## src/rtl/seg7_scan_driver.sv

```systemverilog
// Four-digit multiplexed seven-segment driver with tear-free frame snapshot,
// per-digit blink, leading-zero blanking and 8-level PWM brightness.
module seg7_scan_driver #(
  parameter int unsigned SCAN_DIV  = 100000,
  parameter int unsigned BLINK_DIV = 25000000
) (
  input  logic       clk,
  input  logic       rst,
  input  logic [3:0] digit0,
  input  logic [3:0] digit1,
  input  logic [3:0] digit2,
  input  logic [3:0] digit3,
  input  logic       blink_en,
  input  logic [3:0] blink_mask,
  input  logic       lz_blank,
  input  logic [2:0] bright,
  output logic [6:0] seg,
  output logic [3:0] an
);

  localparam int unsigned SW = (SCAN_DIV > 1) ? $clog2(SCAN_DIV) : 1;
  localparam int unsigned BW = (BLINK_DIV > 1) ? $clog2(BLINK_DIV) : 1;
  localparam int unsigned LW = SW + 4;
  localparam logic [SW-1:0] SCAN_LAST  = SW'(SCAN_DIV - 1);
  localparam logic [BW-1:0] BLINK_LAST = BW'(BLINK_DIV - 1);

  logic [SW-1:0]   scan_cnt_q, scan_cnt_d;
  logic [1:0]      idx_q, idx_d;
  logic [BW-1:0]   blink_cnt_q, blink_cnt_d;
  logic            blink_ph_q, blink_ph_d;
  logic [3:0][3:0] sh_q, sh_d;
  logic [3:0]      an_q, an_d;
  logic [6:0]      seg_q, seg_d;

  logic            scan_wrap;
  logic            blink_wrap;
  logic [3:0]      bl;
  logic [LW-1:0]   win_lim;
  logic            on_win;
  logic            lit;

  function automatic logic [6:0] decode(input logic [3:0] d);
    logic [6:0] s;
    case (d)
      4'd0:    s = 7'b1000000;
      4'd1:    s = 7'b1111001;
      4'd2:    s = 7'b0100100;
      4'd3:    s = 7'b0110000;
      4'd4:    s = 7'b0011001;
      4'd5:    s = 7'b0010010;
      4'd6:    s = 7'b0000010;
      4'd7:    s = 7'b1111000;
      4'd8:    s = 7'b0000000;
      4'd9:    s = 7'b0010000;
      default: s = 7'b0111111;
    endcase
    return s;
  endfunction

  always_comb begin
    scan_wrap  = (scan_cnt_q == SCAN_LAST);
    scan_cnt_d = scan_wrap ? '0 : scan_cnt_q + 1'b1;
    idx_d      = scan_wrap ? idx_q + 2'd1 : idx_q;

    // Load the shadow on the 3->0 slot transition so a whole frame shows one snapshot.
    sh_d = sh_q;
    if (scan_wrap && (idx_q == 2'd3)) begin
      sh_d = {digit3, digit2, digit1, digit0};
    end

    blink_wrap  = (blink_cnt_q == BLINK_LAST);
    blink_cnt_d = blink_wrap ? '0 : blink_cnt_q + 1'b1;
    blink_ph_d  = blink_wrap ? ~blink_ph_q : blink_ph_q;
  end

  always_comb begin
    bl[3] = lz_blank & (sh_q[3] == 4'd0);
    bl[2] = bl[3] & (sh_q[2] == 4'd0);
    bl[1] = bl[2] & (sh_q[1] == 4'd0);
    bl[0] = 1'b0;

    win_lim = (LW'(bright) + LW'(1)) * LW'(SCAN_DIV);
    on_win  = ({4'b0000, scan_cnt_q} < (win_lim >> 3));

    lit = on_win & ~bl[idx_q] & ~(blink_en & blink_ph_q & blink_mask[idx_q]);

    an_d  = '1;
    seg_d = '1;
    if (lit) begin
      an_d  = ~(4'b0001 << idx_q);
      seg_d = decode(sh_q[idx_q]);
    end
  end

  always_ff @(posedge clk) begin
    if (rst) begin
      scan_cnt_q  <= '0;
      idx_q       <= '0;
      blink_cnt_q <= '0;
      blink_ph_q  <= 1'b0;
      sh_q        <= '0;
      an_q        <= '1;
      seg_q       <= '1;
    end else begin
      scan_cnt_q  <= scan_cnt_d;
      idx_q       <= idx_d;
      blink_cnt_q <= blink_cnt_d;
      blink_ph_q  <= blink_ph_d;
      sh_q        <= sh_d;
      an_q        <= an_d;
      seg_q       <= seg_d;
    end
  end

  assign seg = seg_q;
  assign an  = an_q;

endmodule

```

## config.mk

```make
export PLATFORM = sky130hd
export DESIGN_NAME = seg7_scan_driver
export DESIGN_NICKNAME = d
export VERILOG_FILES = /design/src/rtl/seg7_scan_driver.sv
export SDC_FILE = /design/constraint.sdc
export NUM_CORES = 1
export LEC_CHECK = 0
export ABC_AREA = 1
export CAP_MARGIN = 20
export CORE_ASPECT_RATIO = 0.7
export CORE_MARGIN = 3
export CORE_UTILIZATION = 40
export CTS_CLUSTER_SIZE = 24
export DETAILED_ROUTE_END_ITERATION = 8
export GPL_TIMING_DRIVEN = 0
export PLACE_DENSITY = 0.58
export REMOVE_ABC_BUFFERS = 1
export SKIP_LAST_GASP = 1
export SYNTH_ARGS = -nofsm -noshare
export SYNTH_HDL_FRONTEND = slang
export SYNTH_SLANG_ARGS = --single-unit
export TNS_END_PERCENT = 50
```

## constraint.sdc

```tcl
create_clock -name clk -period 11.8 [get_ports clk]
set_clock_uncertainty 0.2 [all_clocks]
set_input_delay 2.36 -clock clk [delete_from_list [all_inputs] [get_ports clk]]
set_output_delay 2.36 -clock clk [all_outputs]
set_load 0.05 [all_outputs]
```

==> results of run 1 <==
[power breakdown]
group	total, uW	leakage [uW]	switching [uW]	internal (uW)
Clock	300	0.000165	104	196
Sequential	248	0.000584	1.60	246
Combinational	63.8	0.00146	36.5	27.3
Total	612	0.00221	142	470
[flip-flops by register name, summed over array words and instances (netlist names)]
register and flops:
an 4, blink_cnt_q 25, blink_ph_q 1, idx_q 2
scan_cnt_q 17, seg 7, sh_q 16
[cells in the mapped netlist, drive strengths merged]
cell type / n / share of area
nand2: 106 / 0.093
inv: 82 / 0.070
nor2: 77 / 0.072
dfxtp: 72 / 0.33
nand3: 42 / 0.049
ha: 40 / 0.11
o21ai: 40 / 0.046
nor3: 39 / 0.051
a21oi: 29 / 0.033
nand4: 14 / 0.024
xor2: 14 / 0.028
buf: 9 / 0.018
nor3b: 9 / 0.020
nor4: 9 / 0.014
or2: 6 / 0.0085
xnor2: 6 / 0.012
o21a: 4 / 0.0068
clkbuf: 3 / 0.0025
o21bai: 2 / 0.0034
a211oi: 1 / 0.0017
a31oi: 1 / 0.0014
a32oi: 1 / 0.0020
clkinv: 1 / 0.00085
nand3b: 1 / 0.0045
[worst min path at each step]
stage | from | endpoint
finish | blink_cnt_q[0]$_SDFF_PP0_ | blink_cnt_q[0]$_SDFF_PP0_
global route | blink_cnt_q[0]$_SDFF_PP0_ | blink_cnt_q[0]$_SDFF_PP0_
CTS | blink_cnt_q[0]$_SDFF_PP0_ | blink_cnt_q[0]$_SDFF_PP0_
detailed placement | blink_cnt_q[0]$_SDFF_PP0_ | blink_cnt_q[0]$_SDFF_PP0_
global placement | blink_cnt_q[0]$_SDFF_PP0_ | blink_cnt_q[0]$_SDFF_PP0_
floorplan | blink_cnt_q[0]$_SDFF_PP0_ | blink_cnt_q[0]$_SDFF_PP0_
[layout make-up]
class	instances	area, um^2	area share
inverter	83	314	0.0601
sequential	72	1440	0.276
multi-input combinational	441	2580	0.494
timing repair buffer	37	370	0.0709
clock inverter	5	78.8	0.0151
clock buffer	11	253	0.0484
tap	148	185	0.0355
[cells by family (layout without fill, tap and decap cells)]
group | Yosys count | after routing | synth area share
AND/OR/NAND/NOR | 303 | 303 | 0.336
XOR/XNOR | 20 | 20 | 0.0396
adder cells (fa/ha/maj) | 40 | 40 | 0.113
flip-flops | 72 | 72 | 0.326
AO/OA/AOI/OAI | 78 | 78 | 0.0941
buffers and inverters | 95 | 136 | 0.0916
[through the flow]
step | hold slack (ns) | util
detailed placement | 0.236 | 0.463
finish | 0.242 | 0.495
global placement | 0.229 | 0.463
CTS | 0.248 | 0.495
global route | 0.270 | 0.495
floorplan | 0.218 | -
[routing by layer]
layer / track usage / vias to the layer above
li1: - / 2080
met5: 0 / -
met1: 0.233 / 1750
met4: 0.0420 / 0
met2: 0.247 / 43
met3: 0.0525 / 8
[worst reg2reg max path, stage by stage, from the launching register on]
cell     delay (ns)
dfxtp_1        0.59
inv_4          0.17
o21ai_0        0.19
o21ai_0        0.13
nand3_1        0.10
nand2_1        0.05
nor2_1         0.13
nand2_1        0.06
nor2_1         0.53
nand3_1        0.17
==> summary.txt, run 1 <==
status: finished clean
I/O Pins: 38
cell area after layout: 5220 um^2
hold bufs inserted after CTS: 0
Area Overhead vs Synth: 18.0%
Pwr Total: 612 uW
initial antenna violation count: 0
reg2reg start: idx_q[0]$_SDFFE_PP0P_
core area: 10600 um^2
final antenna-violating net count: 0
RSZ-0062 raised after global routing: false
Worst Setup EP: seg[4]$_SDFF_PP1_
DR WL met2: 3870 um
commonest cells after routing, fill and taps aside: 102 x nand2_1, 79 x inv_1, 72 x dfxtp_1
FF-to-FF setup slack: 9.32 ns
Root Buffer: clkbuf_16
total wire length: 9570 um
setup_tns: 0 ns
critical path required time: 11.78 ns
fmax: 146 MHz
dpl ws: 4.60 ns
1st-iter DRT viols: 197
Reg2Reg Depth: 9
placed cell area: 4890 um^2
Critical Path Stages: 18
Power per Cell Area: 117 nW/um^2
filler cell count: 1031
Syn. warnings: 0
Post-Route M1 WL: 5270 um
H-tree depth: 3
register area share after synthesis: 0.326
Worst Max-Slew Pin Slew: 0.676 ns
largest net degree at the start of global routing: 26
GPL Wtd Cong: 0.847
drt via density: 4.87
min cycle time layout: 6.84 ns
vias in the first global route: 3678
Final HPWL DP: 7190 um
Sink Count: 72
Placed Cells: 781
worst path cell trace: clkdlybuf4s50_1, inv_1, ha_1, ha_1, ha_1, ha_1, a21oi_1, o21ai_0, a21oi_1, o21ai_0, xor2_1, ha_1, a21oi_1, nor2_1, a211oi_1, nor2_1, nor2_1, nand3_1
Slew HR: 0.548
Max FO, Critical Path: 11
Clock Latency Late Sink: 0.33 ns
Hold Vio Cnt, Final: 0
die span in y: 94.0 um
syn avg cell area: 7.28 um^2
FF-to-FF End: seg[4]$_SDFF_PP1_
hold depth: 1
layout cell share with drive strength beyond 1: 0.0740
total track usage: 0.166
global route overflow: 0
Worst VDD drop: 83.3 uV
Tcrit/Tclk final: 0.580
CP max-delay cell: clkdlybuf4s50_1
Pleak: 0.00221 uW
Hold WC Path Type: reg -> reg
Buf/Inv on CP: 2
DRC: 0
num rows: 31
CTS tree: built
drt first pass iters: 4
startpoint class of the critical path: input port
Worst setup EP type: flip-flop
post-cts resize count: 0
distinct cell type count after synthesis: 43
Nets: 711
antenna cells: 0
critical path's top delay family: adder cells
number of setup buffers added after CTS: 0
cts bufs inserted: 9
initial core utilization: 0.419
Max Slew Vio Count: 0
post-synthesis register bit count: 72
critical path type: in -> reg
first-pass GRT wire length: 16900 um
WL met3: 317 um
Crit path top cell by count: ha_1
DIE WIDTH: 132 um
most common cell after layout, fill and taps aside: nand2_1
Setup violations, final: 0
fin cells: 797
post-synthesis cell area: 4430 um^2
Port Buf Inserts: 37
die area: 12400 um^2
CP startpoint: bright[0]
clk slew on worst S/H paths: 0.06 ns
routed length per placed instance: 12.0 um
Final WS setup: 4.96 ns
WP data arrival: 6.82 ns
slowest stage delay, CP: 0.67 ns
CTS Buffer Depth: 2
Mapped Cells: 608
# Max-Cap Violations: 0
Top Layer Used: met4
DR vias: 3881
Power figures use the tool's default switching activity.
==> inputs of run 2 (changes only) <==
==> constraint.sdc (replaced) <==
create_clock -name clk -period 7.1 [get_ports clk]
set_clock_uncertainty 0.2 [all_clocks]
set_input_delay 1.42 -clock clk [delete_from_list [all_inputs] [get_ports clk]]
set_output_delay 1.42 -clock clk [all_outputs]
set_load 0.05 [all_outputs]
==> results of run 2 <==
Same layout as run 1 (identical final DEF). Status: finished clean.
Main changes from that run: setup slack after placement 4.60 ns -> 0.837 ns; setup slack after layout 4.96 ns -> 1.20 ns; register-to-register setup slack 9.32 ns -> 4.62 ns; total power 612 uW -> 1020 uW; worst IR drop on VDD 83.3 uV -> 138 uV
==> inputs of run 3 (changes only) <==
--- a/config.mk
+++ b/config.mk
@@ -13,7 +13,7 @@
 export CTS_CLUSTER_SIZE = 24
 export DETAILED_ROUTE_END_ITERATION = 8
 export GPL_TIMING_DRIVEN = 0
-export PLACE_DENSITY = 0.58
+export PLACE_DENSITY = 0.6
 export REMOVE_ABC_BUFFERS = 1
 export SKIP_LAST_GASP = 1
 export SYNTH_ARGS = -nofsm -noshare
==> constraint.sdc (replaced) <==
create_clock -name clk -period 4.8 [get_ports clk]
set_clock_uncertainty 0.2 [all_clocks]
set_input_delay 0.96 -clock clk [delete_from_list [all_inputs] [get_ports clk]]
set_output_delay 0.96 -clock clk [all_outputs]
set_load 0.05 [all_outputs]
==> run 3 against run 2 <==
  * Combinational power is 53% higher
  * Sequential share of layout area decreased by 0.12 points
  * Largest cell class unchanged
  * First-iteration DRC count is 10% lower
  * Critical path depth stayed put
  * Worst hold slack better by 0.0049 ns
  * Count of clock-buffer cells in the layout fell by 2
  * Register-to-register slack worse by 2.1 ns
  * Routed wire length rose by 3.2%
  * Worst setup slack worse by 0.99 ns
  * Critical endpoint is now seg[2]$_SDFF_PP1_
==> summary.txt, run 3 (same netlist as run 1, synthesis figures left out) <==
drt first pass iters: 4 (unchanged)
CTS Buffer Depth: 2 (unchanged)
Util after Layout: 0.497 (+0.00213)
die span in y: 94.0 um (unchanged)
Max FO, Critical Path: 7 (-4)
initial core utilization: 0.419 (unchanged)
reg2reg start: idx_q[0]$_SDFFE_PP0P_
DR vias: 3941 (+1.5%)
1st-iter DRT viols: 177 (-10%)
Worst VDD drop: 172 uV
cell area after layout: 5240 um^2 (+0.43%)
first-pass GRT wire length: 16700 um (-0.98%)
hold depth: 1 (unchanged)
Power per Cell Area: 275 nW/um^2
global route overflow: 0 (unchanged)
layout cell share with drive strength beyond 1: 0.0906 (+0.0167)
Final HPWL DP: 7200 um (+0.16%)
Post-Route M1 WL: 5180 um (-1.7%)
core area: 10600 um^2 (unchanged)
antenna cells: 0 (unchanged)
total wire length: 9870 um (+3.2%)
critical path required time: 4.81 ns
filler cell count: 1025 (-0.58%)
num rows: 31 (unchanged)
DIE WIDTH: 132 um (unchanged)
min cycle time layout: 4.60 ns
total track usage: 0.163 (-0.00328)
WP data arrival: 4.61 ns
Pleak: 0.00220 uW (-0.37%)
Worst Max-Slew Pin Slew: 0.618 ns (-0.0576 ns)
CTS tree: built
Max Slew Vio Count: 0 (unchanged)
critical path type: in -> reg
Hold Vio Cnt, Final: 0 (unchanged)
dpl ws: -1.06 ns
I/O Pins: 38 (unchanged)
FF-to-FF End: seg[5]$_SDFF_PP1_
Area Overhead vs Synth: 18.5%
most common cell after layout, fill and taps aside: nand2_1
Reg2Reg Depth: 11 (+2)
Nets: 713 (+0.28%)
status: finished clean
Clock Latency Late Sink: 0.34 ns (about the same)
Top Layer Used: met4
initial antenna violation count: 0 (unchanged)
cts bufs inserted: 9 (unchanged)
die area: 12400 um^2 (unchanged)
Port Buf Inserts: 37 (unchanged)
commonest cells after routing, fill and taps aside: 101 x nand2_1, 79 x inv_1, 72 x dfxtp_1
Hold WS: 0.247 ns (+0.00487 ns)
Final WS setup: 0.204 ns
Worst setup EP type: flip-flop
Tcrit/Tclk final: 0.958
worst path cell trace: clkdlybuf4s15_2, inv_1, ha_1, ha_1, ha_1, ha_1, a21oi_2, o21ai_2, a21oi_1, o21ai_1, xor2_1, ha_1, a21oi_1, nor2_1, a211oi_2, nor2_4, nor2_4, nand3_1
GPL Wtd Cong: 0.824 (-2.7%)
DRC: 0 (unchanged)
largest net degree at the start of global routing: 26 (unchanged)
CP max-delay cell: ha_1
slowest stage delay, CP: 0.39 ns (-0.28 ns)
startpoint class of the critical path: input port
vias in the first global route: 3644 (-0.92%)
hold bufs inserted after CTS: 0 (unchanged)
Hold WC Path Type: reg -> reg
routed length per placed instance: 12.4 um (+2.9%)
Reg with most FFs: blink_cnt_q
# Max-Cap Violations: 0 (unchanged)
Setup violations, final: 0 (unchanged)
Slew HR: 0.587 (+0.0396)
Hold Startpoint: scan_cnt_q[0]$_SDFF_PP0_
fmax: 218 MHz
Root Buffer: clkbuf_16
FF-to-FF setup slack: 2.52 ns
placed cell area: 4890 um^2 (unchanged)
final antenna-violating net count: 0 (unchanged)
Sink Count: 72 (unchanged)
max FFs per register: 25 (unchanged)
Pwr Total: 1440 uW
drt via density: 4.93 (+1.3%)
hold endpoint: scan_cnt_q[0]$_SDFF_PP0_
Largest regs: blink_cnt_q (25), scan_cnt_q (17), sh_q (16)
H-tree depth: 3 (unchanged)
WL met3: 349 um (+10%)
clk slew on worst S/H paths: 0.06 ns (about the same)
Crit path top cell by count: ha_1
DR WL met2: 4270 um (+10%)
run 3: through the flow:
stage	TNS (ns)	std cells
after global placement	-10.81	781
after CTS	0	797
after global routing	-0.114	799
after floorplan	0	596
final	0	799
after detailed placement	-11.39	781
run 3: repair_timing:
action / 4_1_cts / 5_1_grt
cloned: 0 / 1
pin swaps: 0 / 3
resized for setup: 6 / 12
setup buffers: 0 / 1
endpoints found under the setup margin: 11 / 11
run 3: area by class of cell:
class	instances	area, um^2	area share
Clock buffer	9	225	0.0429
Clock inverter	7	71.3	0.0136
Inverter	83	314	0.0599
Multi-Input combinational cell	442	2630	0.501
Sequential cell	72	1440	0.275
Tap cell	148	185	0.0353
Timing Repair Buffer	38	382	0.0728
run 3: worst max path at each step:
stage,slack (ns),from,end,cells after the start
after floorplan,0.36,bright[0],an[0]$_SDFF_PP1_,17
after global placement,-1.02,bright[0],seg[2]$_SDFF_PP1_,18
after detailed placement,-1.06,bright[0],seg[2]$_SDFF_PP1_,18
after CTS,0.03,bright[1],seg[2]$_SDFF_PP1_,23
after global routing,-0.03,bright[0],an[2]$_SDFF_PP1_,18
final,0.20,bright[0],seg[2]$_SDFF_PP1_,18
run 3: power by group:
group | switching [uW] | total, uW | internal, uW
sequential | 3.82 | 609 | 605
combinational | 93.2 | 162 | 68.7
clock | 269 | 671 | 402
total | 366 | 1440 | 1080
run 3: critical path, delay by kind of cell:
kind | cells | cell delay, ns
compound gates | 6 | 0.94
xor+xnor | 1 | 0.15
fa+ha+maj | 5 | 1.65
buf+inv | 2 | 0.45
simple gates | 4 | 0.46
run 3: layer usage:
| metal | GRT usage | up-vias |
|---|---|---|
| met5 | 0 | - |
| met4 | 0.0428 | 0 |
| met3 | 0.0476 | 8 |
| met2 | 0.251 | 49 |
| met1 | 0.223 | 1804 |
| li1 | - | 2080 |
